<file path="config.mk">
export PLATFORM = sky130hd
export DESIGN_NAME = imem_loader
export DESIGN_NICKNAME = d
export VERILOG_FILES = /design/src/rtl/imem_loader.sv
export SDC_FILE = /design/constraint.sdc
export NUM_CORES = 1
export LEC_CHECK = 0
export BUFFER_PORTS_ARGS = -buffer_cell sky130_fd_sc_hd__buf_2
export CAP_MARGIN = 15
export CORE_MARGIN = 5
export CORE_UTILIZATION = 30
export CTS_BUF_LIST = sky130_fd_sc_hd__clkbuf_16
export DETAILED_ROUTE_END_ITERATION = 10
export GPL_TIMING_DRIVEN = 0
export PLACE_DENSITY = 0.51
export SETUP_SLACK_MARGIN = 0.15
export SLEW_MARGIN = 10
export SYNTH_ARGS = -nofsm -noshare
export SYNTH_HDL_FRONTEND = slang
export SYNTH_SLANG_ARGS = --single-unit
</file>
<file path="constraint.sdc">
create_clock -name clk -period 2.84 [get_ports clk]
set_input_delay 0.284 -clock clk [delete_from_list [all_inputs] [get_ports clk]]
set_output_delay 0.284 -clock clk [all_outputs]
set_load 0.05 [all_outputs]
</file>
<file path="src/rtl/imem_loader.sv">
// imem_loader
//   Write-side companion to the CPU's 256x16 instruction memory. Accepts a
//   byte stream over a valid/ready handshake. It packs pairs of bytes (high
//   byte first) into words and writes them to consecutive addresses starting
//   at 0. It then checks the load against a trailing checksum word. The CPU
//   is held in reset until a load has completed and verified successfully.
//
// Ports
//   clk        in   system clock, rising edge
//   rst_n      in   synchronous active-low reset
//   start      in   one-cycle pulse that begins a load (ignored while busy)
//   word_count in   number of words to load, sampled on an accepted start
//   rx_data    in   incoming byte
//   rx_valid   in   rx_data is valid
//   rx_ready   out  loader accepts a byte this cycle
//   we         out  instruction-memory write enable (registered pulse)
//   waddr      out  write address (registered)
//   wdata      out  write data (registered)
//   busy       out  a load is in progress
//   done       out  last load completed with a matching checksum (sticky)
//   err        out  last load failed (sticky)
//   cpu_hold   out  holds the CPU pipeline in reset

module imem_loader #(
  parameter int ADDR_W    = 8,
  parameter int DATA_W    = 16,
  parameter int MAX_WORDS = 256
) (
  input  logic              clk,
  input  logic              rst_n,
  input  logic              start,
  input  logic [8:0]        word_count,
  input  logic [7:0]        rx_data,
  input  logic              rx_valid,
  output logic              rx_ready,
  output logic              we,
  output logic [ADDR_W-1:0] waddr,
  output logic [DATA_W-1:0] wdata,
  output logic              busy,
  output logic              done,
  output logic              err,
  output logic              cpu_hold
);

  typedef enum logic [2:0] {
    IDLE, HI, LO, WR, CHI, CLO, DONE, ERR
  } state_t;

  state_t              state_q, state_d;
  logic [ADDR_W-1:0]   ptr_q, ptr_d;
  logic [8:0]          wordsLeft_q, wordsLeft_d;
  logic [DATA_W-1:0]   sum_q, sum_d;
  logic [7:0]          hi_q, hi_d;
  logic [7:0]          chkHi_q, chkHi_d;
  logic                we_q, we_d;
  logic [ADDR_W-1:0]   waddr_q, waddr_d;
  logic [DATA_W-1:0]   wdata_q, wdata_d;

  logic                xfer;
  logic [DATA_W-1:0]   chkTotal;
  logic                countBad;

  // Status outputs are pure functions of the registered state, so rx_ready
  // never depends combinationally on rx_valid.
  assign rx_ready = (state_q == HI) || (state_q == LO) ||
                    (state_q == CHI) || (state_q == CLO);
  assign busy     = rx_ready || (state_q == WR);
  assign done     = (state_q == DONE);
  assign err      = (state_q == ERR);
  assign cpu_hold = (state_q != DONE);
  assign we       = we_q;
  assign waddr    = waddr_q;
  assign wdata    = wdata_q;

  assign xfer     = rx_valid && rx_ready;
  // Held in a 16-bit net so the carry out of the checksum addition is dropped.
  assign chkTotal = sum_q + {chkHi_q, rx_data};
  assign countBad = (word_count == 9'd0) || (int'(word_count) > MAX_WORDS);

  // Next-state logic. The write port is loaded on the low-byte transfer, so
  // we/waddr/wdata come straight from flops during the single WR cycle.
  always_comb begin
    state_d     = state_q;
    ptr_d       = ptr_q;
    wordsLeft_d = wordsLeft_q;
    sum_d       = sum_q;
    hi_d        = hi_q;
    chkHi_d     = chkHi_q;
    we_d        = 1'b0;
    waddr_d     = waddr_q;
    wdata_d     = wdata_q;
    case (state_q)
      IDLE, DONE, ERR: begin
        if (start) begin
          if (countBad) begin
            state_d = ERR;
          end else begin
            wordsLeft_d = word_count;
            ptr_d       = '0;
            sum_d       = '0;
            state_d     = HI;
          end
        end
      end
      HI: begin
        if (xfer) begin
          hi_d    = rx_data;
          state_d = LO;
        end
      end
      LO: begin
        if (xfer) begin
          we_d    = 1'b1;
          waddr_d = ptr_q;
          wdata_d = {hi_q, rx_data};
          state_d = WR;
        end
      end
      WR: begin
        sum_d       = sum_q + wdata_q;
        ptr_d       = ptr_q + 1'b1;
        wordsLeft_d = wordsLeft_q - 1'b1;
        // Leaving for CHI before ptr wraps means address 0 is never rewritten.
        state_d     = (wordsLeft_q == 9'd1) ? CHI : HI;
      end
      CHI: begin
        if (xfer) begin
          chkHi_d = rx_data;
          state_d = CLO;
        end
      end
      CLO: begin
        if (xfer) begin
          state_d = (chkTotal == '0) ? DONE : ERR;
        end
      end
      default: state_d = IDLE;
    endcase
  end

  // State and datapath registers with synchronous active-low reset.
  always_ff @(posedge clk) begin
    if (!rst_n) begin
      state_q     <= IDLE;
      ptr_q       <= '0;
      wordsLeft_q <= '0;
      sum_q       <= '0;
      hi_q        <= '0;
      chkHi_q     <= '0;
      we_q        <= 1'b0;
      waddr_q     <= '0;
      wdata_q     <= '0;
    end else begin
      state_q     <= state_d;
      ptr_q       <= ptr_d;
      wordsLeft_q <= wordsLeft_d;
      sum_q       <= sum_d;
      hi_q        <= hi_d;
      chkHi_q     <= chkHi_d;
      we_q        <= we_d;
      waddr_q     <= waddr_d;
      wdata_q     <= wdata_d;
    end
  end

endmodule

</file>
Word level (Yosys, flattened, before mapping):

Cells that the tools add are included.

* input port bits: 21
* output and inout port bits: 30
* word-level logic and storage cells: 65
* register bits: 77

* add/subtract/negate cells: 4
* reductions and logical operators: 17
* order comparisons: 1
* equality and inequality tests: 15
* mux-type cells: 19

Operators by type and width (count)
* 16-bit adder: 2
* 16-bit two-way mux: 2
* 16-bit case mux with 2 select lines: 1
* 3-bit two-way mux: 7
* 9-bit two-way mux: 2
* 3-bit case mux with 6 select lines: 1
* 9-bit case mux with 2 select lines: 1
* 16-bit logical NOT: 1
* 8-bit two-way mux: 2
* 8-bit case mux with 2 select lines: 1
* 3-bit == test (second input constant): 4
* 2-bit != test (second input constant): 6
* 9-bit by 1-bit == test with 1-bit output (second input constant): 1
* 9-bit > comparator (second input constant): 1
* 9-bit logical NOT: 1
* 9-bit by 1-bit subtractor with 9-bit output (second input constant): 1
* 8-bit by 1-bit adder with 8-bit output (second input constant): 1
* 2-bit AND reduction: 4
* 3-bit by 2-bit == test with 1-bit output (second input constant): 2
* 1-bit logical OR: 5
* 5-bit AND reduction: 1
* 3-bit by 1-bit == test with 1-bit output (second input constant): 1
* 3-bit logical NOT: 1
* 3-bit != test (second input constant): 1
* other kinds (5): 6

Longest topological paths before layout:

* word-level depth: 7
* gate-level depth with buffers: 10
* gate-level depth less buffers: 10

Worst setup path after synthesis:

No wires, ideal clock.

* kind: register to register
* start point: register wdata_q[0] (netlist: wdata[0])
* end point: register sum_q[14]
* required time: 2724 ps
* slack: 155 ps
* period minus slack after synthesis: 2685 ps
* library setup time: 116 ps
* arrival: 2569 ps
* cell stages (with the launch flop): 11
* path buffers: 0
* path through: dfxtp_1 -> ha_1 -> fa_1 -> a21o_1 -> a21oi_1 -> o21ai_0 -> a21oi_1 -> o21bai_1 -> o41ai_1 -> mux2i_1 -> a41o_1

* cells in the longest elaborated chain, start to end: 2

Ends and longest elaborated chain
* start, declared: line 57 `logic [DATA_W-1:0] wdata_q, wdata_d;`
* start signal, assigned: line 162 `wdata_q <= wdata_d;`
* 16-bit adder: line 120 `sum_d = sum_q + wdata_q;`
* 16-bit case mux with 2 select lines: line 92 `case (state_q)`
* end signal, assigned: line 157 `sum_q <= sum_d;`
* end, declared: line 52 `logic [DATA_W-1:0] sum_q, sum_d;`

No other way between the ends.
A chain may end at the register's enable or synchronous reset.

Worst setup path after layout:

* start point: register sum_q[8]
* end point: register state_q[0]

* cells in the longest elaborated chain, start to end: 5

Ends and longest elaborated chain
* 16-bit adder: line 77 `assign chkTotal = sum_q + {chkHi_q, rx_data};`
* 16-bit logical NOT: line 134 `state_d = (chkTotal == '0) ? DONE : ERR;`
* 1-bit two-way mux: line 134
* 3-bit two-way mux: line 133 `if (xfer) begin`
* 3-bit case mux with 6 select lines: line 92
* end signal, assigned: line 154 `state_q <= state_d;`
* end, declared: line 49 `state_t state_q, state_d;`

No other way between the ends. The select of a mux whose other input is x is not followed.

==> impl_metrics.tcl <==
set metrics [dict create \
    drc_errors 0 \
    areaGrowthSynthToFinish_pct 19.01 \
    cts.sinks 77 \
    synth_largest_type_area_fraction_pct 34.50 \
    clock_tree_from_tritoncts "done" \
    synth.area.top_cells "dfxtp_1, ha_1, a21oi_1" \
    worstPathArrival_ps 2920 \
    grt_setup_unrepaired "yes" \
    antenna_found_initial 0 \
    netlist_top_cells_count "nand2_1, dfxtp_1, nor2_1, a21oi_1, ha_1" \
    die_height_um 132.0 \
    timing_max_transition_violations_final 0 \
    path_clk_slew_ps 60 \
    clockBufferDepth 2 \
    synth_flop_cell "dfxtp_1" \
    dpl_worst_slack_ps -178.4 \
    post_synth_edffs 0 \
    drtIter0Drc 298 \
    mappedNetlistArea_um2 4468 \
    antenna-diode-count 0 \
    synthesis.yosys.warnings 0 \
    detail-route-antenna-nets 0 \
    synth_largest_area_cell "dfxtp_1" \
    num-fill-cells 1510 \
    final_net_count 679 \
    portBuffers 49 \
    vias_in_the_first_global_route 4025 \
    synth_most_common_cell "nand2_1" \
    outcome "finished clean" \
    hold_viol_final 0 \
    synth-seq-cells 77 \
    post_drt_wl_per_cell_um 16.30 \
    crit_required_ps 3040 \
    multi_input_area_um2 2821 \
    pin_count 51 \
    leakage_uw 0.002197 \
    synthesis.nets 614 \
    max-slew-margin-rel_pct 54.61 \
    period_share_pct 95.94 \
    placement_rows 44 \
    post_cts_hold_buffer_count 0 \
    gr-total-overflow 0 \
    fraction_of_registers_with_async_set_reset_pct 0 \
    yosys.cell_types.count 56 \
    grt_first_pass_wirelength_um 21220 \
    initial_standard_cell_utilization_of_the_core_pct 30.63 \
    final_area_um2 5318 \
    cts_buffers 9 \
    grt_start_max_net_pins 13 \
    final_period_minus_worst_setup_slack_ps 2725 \
    final_critical_path_setup_slack_ps 115.2 \
    groute.usage.overall_pct 14.94 \
    detail_route.wirelength_um 13240 \
    worst-path-max-fanout 6 \
    worst_hold_path_type "primary input to flip-flop" \
    via_count 4216 \
    fin_total_pwr_uw 2764 \
    synth_seq_area_share_pct 34.50 \
    startpoint_type "flip-flop" \
    largest_voltage_drop_on_the_vdd_net_mv 0.2892 \
    worstMarginPinSlew_ps 663.7 \
    endpoint_class_of_the_critical_path "flip-flop" \
    floorplan.die_area_um2 17430 \
    htree_depth 3 \
    dp.final_hpwl_um 10220 \
    fmax_mhz 367.0 \
    timing_worst_setup_path_type "flip-flop to flip-flop" \
    clock_insertion_delay_worst_skew_ps 330 \
    power_per_cell_area_nw_per_um2 519.7 \
    coreArea_um2 14590 \
    clk_root_buffer_cell "clkbuf_16" \
    placement.cell_area_um2 4943 \
    worst_hold_slack_ps 224.9 \
    globalplace.congestion 0.9057 \
    number_of_cells_produced_by_synthesis 558 \
    clock_skew_ps 8.860 \
    syn_area_per_cell_um2 8.007 \
    per_cell_via_count_in_the_routed_design 5.192 \
    die_width_um 132.0 \
    sequential_cell_area_um2 1544 \
    setup-violations-final 0 \
    drt_pre_antenna_iters 5 \
    max_cap_violations 0 \
    drive_gt1_share_pct 13.54 \
]
## cell families after synthesis
logic type | after synthesis | share of synthesized area, %
fa+ha+maj | 35 | 10.14
flops | 77 | 34.50
simple gates | 227 | 23.13
buf+inv | 41 | 3.472
mux | 19 | 4.256
compound gates | 132 | 19.21
xor+xnor | 27 | 5.293
## cells in the final DEF (no fill, tap or decap), types with 10 or more instances in the layout
cell type	instances
nand2_1	79
dfxtp_1	75
nor2_1	68
a21oi_1	61
buf_2	50
ha_1	32
clkbuf_1	23
nand3_1	21
mux2i_1	19
inv_1	15
xnor2_1	14
xor2_1	13
nor3_1	12
nand4_1	10
## per-stage QoR
step / setup TNS, ps / utilization (%) / std cells
after CTS: 0 / 36.09 / 810
after global placement: -157.9 / 33.89 / 791
after detailed placement: -178.4 / 33.89 / 791
after global routing: 0 / 36.45 / 812
final: 0 / 36.45 / 812
after floorplan: 0 / - / 558
## report_power, final
part           internal, µW  switching (µW)  total (µW)
clock                   666             434        1100
combinational           157             341         498
sequential             1130            38.5        1170
total                  1950             813        2760
## routing by layer
metal	vias up	track usage [%]	wire (µm)
li1	2128	-	-
met1	1989	21.20	6714
met2	83	23.53	5926
met3	16	1.527	379
met4	0	5.314	216
met5	-	0	0
## flip-flops by register name, indices dropped and copies added (netlist names)
name,count
ptr_q,8
wordsLeft_q,9
hi_q,8
waddr,8
wdata,16
we,1
sum_q,16
chkHi_q,8
state_q,3
## worst max-delay path, stage by stage, from the launching register on
cell	delay (ps)
dfxtp_1	350
ha_1	390
and3_1	230
nor2b_1	120
a2111oi_0	590
a21boi_1	160
o21a_1	220
o41ai_2	240
xnor2_1	160
a41oi_1	130
## path summary, 6_finish.rpt
path                  from             end  slack (ps)  depth (start not counted)
max reg2reg       sum_q[8]      state_q[0]         120                          9
min          word_count[3]  wordsLeft_q[3]         220                          3
max               sum_q[8]      state_q[0]         120                          9
min reg2reg        hi_q[1]        wdata[9]         450                          2
## repair_timing
item,CTS,global route
setup endpoints to repair,2,5
resized for setup,4,12
endpoints found under the hold margin,0,0
cloned,0,0
buffers inserted,3,2
pin swaps,5,8
## layout make-up
class / count / area share [%]
Multi-Input combinational cell: 440 / 53.06
Sequential cell: 77 / 29.04
Timing Repair Buffer: 54 / 5.318
Clock inverter: 7 / 1.082
Buffer: 26 / 1.882
Tap cell: 184 / 4.329
Clock buffer: 9 / 4.235
Inverter: 15 / 1.059
No activity file was read; power rests on OpenSTA's default activity.
